## src/rtl/univ_shreg_ar_if.sv

```systemverilog
// univ_shreg_ar_if: control/data bundle for the universal shift register.
// Ports (master drives, slave receives):
//   en, mode[1:0], rot, sin_r, sin_l, d[WIDTH-1:0]   -> register
//   q[WIDTH-1:0], sout_r, sout_l, cnt[CW-1:0], done  <- register
interface univ_shreg_ar_if #(
    parameter int WIDTH = 8
);
    localparam int CW = $clog2(WIDTH + 1);
    logic             en;
    logic [1:0]       mode;
    logic             rot;
    logic             sin_r;
    logic             sin_l;
    logic [WIDTH-1:0] d;
    logic [WIDTH-1:0] q;
    logic             sout_r;
    logic             sout_l;
    logic [CW-1:0]    cnt;
    logic             done;
    modport master (output en, mode, rot, sin_r, sin_l, d,
                    input  q, sout_r, sout_l, cnt, done);
    modport slave  (input  en, mode, rot, sin_r, sin_l, d,
                    output q, sout_r, sout_l, cnt, done);
endinterface

```

## src/rtl/univ_shreg_ar.sv

```systemverilog
// univ_shreg_ar: universal shift register (hold / shift right / shift left /
// parallel load) with optional rotate, saturating shift counter and done flag.
// Ports:
//   clk   - rising-edge clock
//   reset - asynchronous active-low reset (q=RESET_VAL, cnt=0, done=0)
//   bus   - univ_shreg_ar_if.slave: en, mode, rot, sin_r, sin_l, d in;
//           q, sout_r (=q[0]), sout_l (=q[WIDTH-1]), cnt, done out
module univ_shreg_ar #(
    parameter int               WIDTH     = 8,
    parameter logic [WIDTH-1:0] RESET_VAL = '0
) (
    input logic               clk,
    input logic               reset,
    univ_shreg_ar_if.slave    bus
);
    localparam int CW = $clog2(WIDTH + 1);
    logic [WIDTH-1:0] q;
    logic [WIDTH-1:0] q_shift;
    logic [CW-1:0]    cnt;
    logic             done;
    logic             shift;
    assign shift = bus.mode == 2'b01 || bus.mode == 2'b10;
    always_comb begin
        q_shift = bus.mode == 2'b01
                ? {bus.rot ? q[0] : bus.sin_r, q[WIDTH-1:1]}
                : {q[WIDTH-2:0], bus.rot ? q[WIDTH-1] : bus.sin_l};
    end
    always_ff @(posedge clk or negedge reset) begin
        if (!reset) begin
            q    <= RESET_VAL;
            cnt  <= '0;
            done <= 1'b0;
        end else if (bus.en) begin
            if (bus.mode == 2'b11) begin
                q    <= bus.d;
                cnt  <= '0;
                done <= 1'b0;
            end else if (shift) begin
                q <= q_shift;
                // q keeps shifting after saturation; only cnt/done freeze
                if (cnt != CW'(WIDTH)) cnt <= cnt + CW'(1);
                if (cnt == CW'(WIDTH - 1)) done <= 1'b1;
            end
        end
    end
    assign bus.q      = q;
    assign bus.cnt    = cnt;
    assign bus.done   = done;
    assign bus.sout_r = q[0];
    assign bus.sout_l = q[WIDTH-1];
endmodule

```

## src/flat_wrapper.sv

```systemverilog
// flat-port wrapper written by rule: the top's interface ports become plain ports
module univ_shreg_ar_flat 
#(
    parameter int               WIDTH     = 8,
    parameter logic [WIDTH-1:0] RESET_VAL = '0
)
  (clk, reset, bus_en, bus_mode, bus_rot, bus_sin_r, bus_sin_l, bus_d, bus_q, bus_sout_r, bus_sout_l, bus_cnt, bus_done);
  univ_shreg_ar_if #(.WIDTH(WIDTH)) bus_i ();
  input logic clk;
  input logic reset;
  input wire logic [$bits(bus_i.en)-1:0] bus_en;
  input wire logic [$bits(bus_i.mode)-1:0] bus_mode;
  input wire logic [$bits(bus_i.rot)-1:0] bus_rot;
  input wire logic [$bits(bus_i.sin_r)-1:0] bus_sin_r;
  input wire logic [$bits(bus_i.sin_l)-1:0] bus_sin_l;
  input wire logic [$bits(bus_i.d)-1:0] bus_d;
  output wire logic [$bits(bus_i.q)-1:0] bus_q;
  output wire logic [$bits(bus_i.sout_r)-1:0] bus_sout_r;
  output wire logic [$bits(bus_i.sout_l)-1:0] bus_sout_l;
  output wire logic [$bits(bus_i.cnt)-1:0] bus_cnt;
  output wire logic [$bits(bus_i.done)-1:0] bus_done;
  assign bus_i.en = bus_en;
  assign bus_i.mode = bus_mode;
  assign bus_i.rot = bus_rot;
  assign bus_i.sin_r = bus_sin_r;
  assign bus_i.sin_l = bus_sin_l;
  assign bus_i.d = bus_d;
  assign bus_q = bus_i.q;
  assign bus_sout_r = bus_i.sout_r;
  assign bus_sout_l = bus_i.sout_l;
  assign bus_cnt = bus_i.cnt;
  assign bus_done = bus_i.done;
  univ_shreg_ar #(.WIDTH(WIDTH), .RESET_VAL(RESET_VAL)) u_core (.clk(clk), .reset(reset), .bus(bus_i));
endmodule
```

## config.mk

```make
export PLATFORM = sky130hd
export DESIGN_NAME = univ_shreg_ar_flat
export DESIGN_NICKNAME = d
export VERILOG_FILES = /design/src/rtl/univ_shreg_ar_if.sv /design/src/rtl/univ_shreg_ar.sv /design/src/flat_wrapper.sv
export SDC_FILE = /design/constraint.sdc
export NUM_CORES = 1
export LEC_CHECK = 0
export BUFFER_PORTS_ARGS = -buffer_cell sky130_fd_sc_hd__buf_2
export CORE_MARGIN = 2
export CORE_UTILIZATION = 52
export DETAILED_ROUTE_END_ITERATION = 6
export PLACE_DENSITY = 0.93
export SYNTH_ARGS = -nofsm -noshare
export SYNTH_HDL_FRONTEND = slang
export SYNTH_SLANG_ARGS = --single-unit
```

## constraint.sdc

```tcl
create_clock -name clk -period 3.8 [get_ports clk]
set_clock_uncertainty 0.15 [all_clocks]
set_input_delay 0.76 -clock clk [delete_from_list [all_inputs] [get_ports clk]]
set_output_delay 0.76 -clock clk [all_outputs]
set_load 0.05 [all_outputs]
```

# --- After elaboration in Yosys (flattened, before gate mapping) ---
# Index checks and enable logic that the tools add are counted.
word_totals:
  elab_cells: 27
  output_inout_bits: 15
  ff_bits: 13
op_classes:
  muxes: 11
  eq_ne: 5
  n_reduce_logical: 7
  add_sub_neg: 1
op_table:
  columns: ["cell", "n"]
  rows:
  - ["8-bit 2-to-1 mux", 3]
  - ["4-bit 2-to-1 mux", 3]
  - ["3-bit AND reduction", 2]
  - ["2-bit nonzero test", 3]
  - ["1-bit 2-to-1 mux", 5]
  - ["4-bit by 1-bit adder with 4-bit output (second input constant)", 1]
  - ["2-bit equality test (second input constant)", 2]
  - ["4-bit by 3-bit equality test with 1-bit output (second input constant)", 1]
  - ["4-bit != test (second input constant)", 1]
  - ["2-bit by 1-bit equality test with 1-bit output (second input constant)", 1]
  - ["2-bit AND reduction", 1]
  - ["1-bit logical OR", 1]

# --- Depth between registers and ports, before layout ---
# Gate-level depths: netlist of run 1.
depth:
  depth_word: 4
  mapped_depth: 6

# --- Worst setup path before layout of run 1 ---
# No wires, ideal clock.
synth_path:
  kind: "register to output"
  start: "register u_core.q[7], in the netlist u_core.bus.q[7]"
  end: "output bus_q[7]"
  arrival_time_ps: 950
  path_stages_with_launch: 2
  path_slack_ps: 1940
  path_cell_list: "dfrtp_1 buf_4"
synth_rtl:
  columns: ["element", "line", "text"]
  rows:
  - ["start, declared", "univ_shreg_ar.sv:17", "logic [WIDTH-1:0] q;"]
  - ["start signal, assigned", "univ_shreg_ar.sv:35", "q <= bus.d;"]
  - ["start signal, assigned", "univ_shreg_ar.sv:39", "q <= q_shift;"]
  - ["end, declared", "flat_wrapper.sv:17", "output wire logic [$bits(bus_i.q)-1:0] bus_q;"]
# No word-level cell between the ends.

# --- Worst setup path in the final report of run 1 ---
layout_path:
  start: "register u_core.cnt[2], in the netlist u_core.bus.cnt[2]"
  end: "output bus_cnt[2]"
layout_rtl:
  columns: ["element", "line", "text"]
  rows:
  - ["start, declared", "univ_shreg_ar.sv:19", "logic [CW-1:0] cnt;"]
  - ["start signal, assigned", "univ_shreg_ar.sv:41", "if (cnt != CW'(WIDTH)) cnt <= cnt + CW'(1);"]
  - ["end, declared", "flat_wrapper.sv:20", "output wire logic [$bits(bus_i.cnt)-1:0] bus_cnt;"]
# No word-level cell between the ends.

==> reports/qor.csv, run 1 <==
metric,value,unit
fin_setup_tns,0,ps
path_class,flip-flop to output port,
reg2reg_slack,2300,ps
num_vias,868,
cp-start-kind,flip-flop,
rsz0062_at_grt,no,
cts_max_level,1,
globalRouteOverflowTotal,0,
design_area,1020,µm²
ctsLongestPathBuffers,2,
p_int,302,µW
via_per_inst,6.11,
drv_slew,0,
seqCellArea,325,µm²
max_stage_delay,440,ps
fin_crit,1920,ps
syn_inst,100,
final_cell_mix,"30 x buf_2, 13 x dfrtp_1, 11 x o21ai_0, 9 x a21oi_1, 6 x inv_1",
clk_latency,270,ps
max_freq,520,MHz
layout_commonest_cell,buf_2,
ant_nets,0,
dp_hpwl,1.45,mm
path_max_fanout,7,
antenna_found_initial,0,
worstMarginPinSlew,529,ps
synth-seq-cells,13,
yosysWarnings,0,
io_pins,31,
cp.depth,1,
p_seq_frac,0.356,
fillCellCount,143,
yosysUniqueCellTypes,35,
p_clk_frac,0.138,
powerDensity,595,nW/µm²
drt-initial-drc-count,30,
finalPower,610,µW
rows,15,
outcome,"complete, no violations",
cp.required,2890,ps
worstHoldPathType,input pin to async pin,
die_y,45.5,µm
place.gp.congestion,0.753,
multi_input_comb_area,479,µm²
setup_violations,0,
postCtsSetupBuffers,0,
diodes,0,
ctsRootBufferMaster,clkbuf_4,
post_drt_wl_per_cell,14.2,µm
cts_made_buffers,3,
core,1670,µm²
dpl-instance-area,998,µm²
final_core_util,0.613,
critical-path-top-delay-family,flip-flops,
clkTransAtPathRegs,80,ps
drive_gt1_frac,0.304,
max-vdd-ir-drop,0.336,mV
r2r_cells,5,
crit_path_end_kind,output port,
routed_wirelength,2.01,mm
yosysSeqAreaShare,0.363,
grt_pass1_wl,3.39,mm
p_leak,0.493,nW
fp.dieW,45.5,µm
grt_pass1_vias,782,
port_buffers,30,
switching_share,0.505,
tritoncts,built,
crit_buf_inv,1,
final.period_utilization,0.506,
maxCapViolCount,0,
grt_max_degree,34,
pwr-share-comb,0.505,
slowest_stage,dfrtp_1,
start_util,0.537,
dr.pass1.iters,4,
final-hold-violation-count,0,
max_slew_margin,0.648,
cts_sinks,13,
cts_resized,0,
ctsHoldBuffers,0,
avgSynthCellArea,8.97,µm²
syn_area,897,µm²
crit_chain,buf_2,
grtUsageTotal,0.224,
finalNetCount,144,
area_growth_syn_to_layout,14.2,%
switching_power,308,µW
drc,0,
die_area,2070,µm²
crit_arrival,1010,ps
synth_fp_nets,118,
-- cells in the mapped netlist, drive strengths merged --
cell type,n,share of area
nor3,1,0.0056
o21a,1,0.0084
and3,2,0.014
xor2,1,0.0098
mux2i,4,0.045
o21ai,11,0.061
or2,1,0.0070
or3,1,0.0070
o22ai,4,0.028
a41oi,1,0.0098
mux2,3,0.042
nand3,2,0.011
a21oi,9,0.050
o31ai,1,0.0084
o221ai,1,0.0098
dfrtp,13,0.36
inv,6,0.025
and3b,1,0.0098
nor2b,1,0.0070
o221a,1,0.013
a21boi,1,0.0084
nor2,5,0.021
nand4,2,0.014
a31oi,2,0.014
a211oi,3,0.025
nand3b,5,0.042
o32a,1,0.011
a21o,1,0.0084
ha,2,0.028
buf,8,0.074
clkbuf,1,0.0042
nand2,4,0.017
-- routing by layer --
metal | track usage | wire length [µm] | share of wire
met3 | 0.0357 | 100 | 0.050
met4 | 0.0765 | 16 | 0.0080
met2 | 0.366 | 1010 | 0.50
met1 | 0.298 | 888 | 0.44
met5 | 0 | 0 | 0
-- state kept, by name, summed over array words and instances (netlist names) --
| signal | flops |
|---|---|
| u_core.bus.cnt | 4 |
| u_core.bus.done | 1 |
| u_core.bus.q | 8 |
-- per-stage QoR --
step / hold slack, ps / cells / setup slack [ps]
4_1_cts: 217 / 142 / 1860
3_5_place_dp: 360 / 138 / 1720
3_3_place_gp: 330 / 138 / 1790
5_1_grt: 220 / 142 / 1820
2_1_floorplan: 314 / 100 / 1940
6_report: 217 / 142 / 1880
-- area by class of cell --
cell class / instances / share of cell area
clock buffers: 4 / 0.0256
inverters: 6 / 0.0220
multi-input cells: 72 / 0.468
flip-flops and latches: 13 / 0.317
well taps: 17 / 0.0208
repair buffers: 30 / 0.147
-- final timing paths --
path                                         from           endpoint
min in group clk                  u_core.bus.done    u_core.bus.done
worst max register to register  u_core.bus.cnt[0]  u_core.bus.cnt[0]
worst min register to register    u_core.bus.done    u_core.bus.done
worst min-delay path                        reset    u_core.bus.q[7]
max in group asynchronous                   reset    u_core.bus.q[5]
worst max-delay path            u_core.bus.cnt[2]         bus_cnt[2]
-- cells by family (layout without fill, tap and decap cells) --
| kind of cell | Yosys count | after routing | share of synthesized area |
|---|---|---|---|
| muxes | 7 | 7 | 0.0865 |
| xor gates and xnor gates | 1 | 1 | 0.00976 |
| adders and majority gates | 2 | 2 | 0.0279 |
| AOI/OAI and AO/OA | 37 | 37 | 0.255 |
| DFF | 13 | 13 | 0.363 |
| buffers and inverters | 15 | 40 | 0.103 |
| and+or+nand+nor | 25 | 25 | 0.155 |
-- power groups by stage --
stage | Sequential [mW] | Clock (mW) | Combinational (mW)
after floorplan | 0.339 | 0 | 0.121
after global placement | 0.214 | 0 | 0.302
after detailed placement | 0.219 | 0 | 0.309
after CTS | 0.217 | 0.0878 | 0.309
after global routing | 0.226 | 0.0920 | 0.332
final | 0.217 | 0.0843 | 0.308
Power figures use the tool's default switching activity.
==> run 2, diff against run 1 <==
Settings changed: ABC_AREA from default to 1, CORE_UTILIZATION 52 to 47, PLACE_DENSITY 0.93 to 0.87.
Clock period 3.8 ns to 1.99 ns, I/O delays scaled along.
==> run 2 against run 1 <==
Wire length is 9.5% lower. Die area fell by 0.57%. Setup slack lost 1500 ps. Final area is 3.1% lower. Clock-buffer cell count is the same. Sequential share of layout area rose by 1.0 points. Critical path type unchanged. Critical endpoint unchanged.
==> reports/qor.csv, run 2 <==
metric,value,unit,change
crit_chain,buf_2,,unchanged
synth_fp_nets,136,,was 118
clk_latency,270,ps,about the same
fp.dieW,45.4,µm,was 45.5 µm
fin_cells,167,,was 142
crit_path_end_kind,output port,,unchanged
slowest_stage,dfrtp_1,,unchanged
yosysWarnings,0,,unchanged
synthFlopType,dfrtp_1,,unchanged
drv_slew,0,,unchanged
synth-seq-cells,13,,unchanged
diodes,0,,unchanged
dr.pass1.iters,4,,unchanged
cts_made_buffers,3,,unchanged
path_class,flip-flop to output port,,unchanged
p_leak,0.583,nW,was 0.493 nW
cp.depth,1,,unchanged
worstHoldPathType,input pin to flip-flop,,was input pin to async pin
largest_reg_flops,8,,unchanged
grt_pass1_wl,3.11,mm,was 3.39 mm
grt_max_degree,14,,was 34
synth_xor_area_frac,0,,was 0.00976
final_cell_mix,"60 x nand2_1, 30 x buf_2, 13 x dfrtp_1, 12 x nand3_1, 9 x inv_1",,"was 30 x buf_2, 13 x dfrtp_1, 11 x o21ai_0, 9 x a21oi_1, 6 x inv_1"
synth_compound_area_frac,0.0357,,was 0.255
tritoncts,built,,unchanged
rsz0062_at_grt,no,,unchanged
layout_commonest_cell,nand2_1,,was buf_2
synth_top_area_share,0.404,,was 0.363
yosysUniqueCellTypes,17,,was 35
reg_top3,"u_core.bus.q (8), u_core.bus.cnt (4), u_core.bus.done (1)",,unchanged
crit_arrival,1040,ps,was 1010 ps
die_area,2060,µm²,was 2070 µm²
drt-initial-drc-count,34,,was 30
grt_pass1_vias,764,,was 782
path_max_fanout,7,,unchanged
synth_area_leaders,"dfrtp_1 40%, nand2_1 28%, nand3_1 7.5%, inv_1 4.2%, ha_1 3.1%",,"was dfrtp_1 36%, o21ai_0 6.1%, a21oi_1 5.0%, mux2i_1 4.5%, nand3b_1 4.2%"
synth_fa_ha_area_frac,0.0311,,was 0.0279
r2r_cells,4,,was 5
post_drt_wl_per_cell,10.9,µm,was 14.2 µm
ctsLongestPathBuffers,2,,unchanged
globalRouteOverflowTotal,0,,unchanged
dp_cells,162,,was 138
yosysMostFrequentCell,nand2_1,,was dfrtp_1
place.gp.congestion,0.781,,was 0.753
max_flop_register,u_core.bus.q,,unchanged
antenna_found_initial,0,,unchanged
syn_inst,118,,was 100
via_per_inst,5.02,,was 6.11
synth_top_family_by_area,simple AND/OR/NAND/NOR gates,,was compound AO/OA/AOI/OAI gates
final.period_utilization,0.796,,
avgSynthCellArea,6.83,µm²,was 8.97 µm²
area_growth_syn_to_layout,23.3,%,was 14.2%
drc,0,,unchanged
rows,14,,was 15
finalPower,1.10,mW,was 610 µW
fillCellCount,141,,was 143
powerDensity,1100,nW/µm²,was 595 nW/µm²
max_slew_margin,0.798,,was 0.648
fin_crit,1580,ps,
num_vias,839,,was 868
start_util,0.517,,was 0.537
synth_edf_count,0,,unchanged
cp.required,1440,ps,was 2890 ps
setup_violations,0,,unchanged
syn_area,806,µm²,was 897 µm²
async_reset_ff_frac,1.00,,unchanged
max_stage_delay,460,ps,was 440 ps
final-hold-violation-count,0,,unchanged
cp-start-kind,flip-flop,,unchanged
max-vdd-ir-drop,0.666,mV,was 0.336 mV
synth.largest_area_cell,dfrtp_1,,unchanged
worstMarginPinSlew,303,ps,was 529 ps
dp_hpwl,1.34,mm,was 1.45 mm
max_freq,631,MHz,
finalNetCount,170,,was 144
outcome,"complete, no violations",,unchanged
synth.top_cells.by_count,"60 x nand2_1, 13 x dfrtp_1, 12 x nand3_1",,"was 13 x dfrtp_1, 11 x o21ai_0, 9 x a21oi_1"
routed_wirelength,1.82,mm,was 2.01 mm
ant_nets,0,,unchanged
synth_simple_gate_area_frac,0.441,,was 0.155
drive_gt1_frac,0.291,,was 0.304
die_y,45.4,µm,was 45.5 µm
postCtsSetupBuffers,0,,unchanged
hold_depth,5,,
port_buffers,30,,unchanged
yosysSeqAreaShare,0.404,,was 0.363
clkTransAtPathRegs,80,ps,about the same
fin_setup_tns,0,ps,unchanged
core,1560,µm²,was 1670 µm²
reg2reg_slack,620,ps,was 2300 ps
cts_max_level,1,,unchanged
crit_buf_inv,1,,unchanged
io_pins,31,,unchanged
ctsRootBufferMaster,clkbuf_4,,unchanged
cts_sinks,13,,unchanged
muxShareOfSynthArea,0,,was 0.0865
grtUsageTotal,0.210,,was 0.224
maxCapViolCount,0,,unchanged
critical-path-top-delay-family,flip-flops,,unchanged
[run 2: per-layer routing]
layer | global-route usage | vias up | part of all wire
li1 | - | 429 | -
met3 | 0.0238 | 2 | 0.064
met2 | 0.358 | 35 | 0.51
met5 | 0 | - | 0
met1 | 0.258 | 373 | 0.42
met4 | 0.106 | 0 | 0.0049
[run 2: logic make-up (layout without fill, tap and decap cells)]
| group | after synthesis | after routing |
|---|---|---|
| DFF | 13 | 13 |
| buffers and inverters | 15 | 48 |
| AOI/OAI and AO/OA | 5 | 5 |
| adders and majority gates | 2 | 2 |
| and+or+nand+nor | 83 | 83 |
[run 2: path summary, 6_finish.rpt]
kind                              startpoint                end
max                        u_core.bus.cnt[2]         bus_cnt[2]
min                                 bus_d[5]    u_core.bus.q[5]
max reg2reg                u_core.bus.cnt[0]  u_core.bus.cnt[2]
min reg2reg                  u_core.bus.q[5]    u_core.bus.q[5]
max in group asynchronous              reset    u_core.bus.q[7]
min in group asynchronous              reset  u_core.bus.cnt[0]
[run 2: cell type report]
class,instances,area (µm²),share of cell area
Inverter,12,45.0,0.0453
Timing Repair Buffer,32,168,0.169
Multi-Input combinational cell,90,409,0.412
Clock buffer,4,26.3,0.0264
Sequential cell,13,325,0.327
Tap cell,16,20.0,0.0202
[run 2: tightest hold or removal path, cell delays in order]
cell and delay (ps):
buf_2 80, nand2_1 40, nand3_1 70, nand2_1 40
nand2_1 40
[run 2: power by group]
group / internal (mW) / switching (mW) / total, mW
clock network: 0.0776 / 0.0859 / 0.164
registers: 0.325 / 0.0803 / 0.405
logic: 0.141 / 0.388 / 0.528
[run 2: what timing repair did]
item,in CTS,in global routing
hold buffers,1,0
resized for setup,0,0
hold endpoints to repair,13,0
[run 2: metrics by stage]
stage	instance area [µm²]	worst slack, ps	hold WS (ps)	utilization
final	993	406	281	0.637
after global routing	993	348	296	0.637
after CTS	993	405	274	0.637
after detailed placement	957	635	153	0.614
after global placement	957	678	151	0.614
after floorplan	806	400	-47.6	-
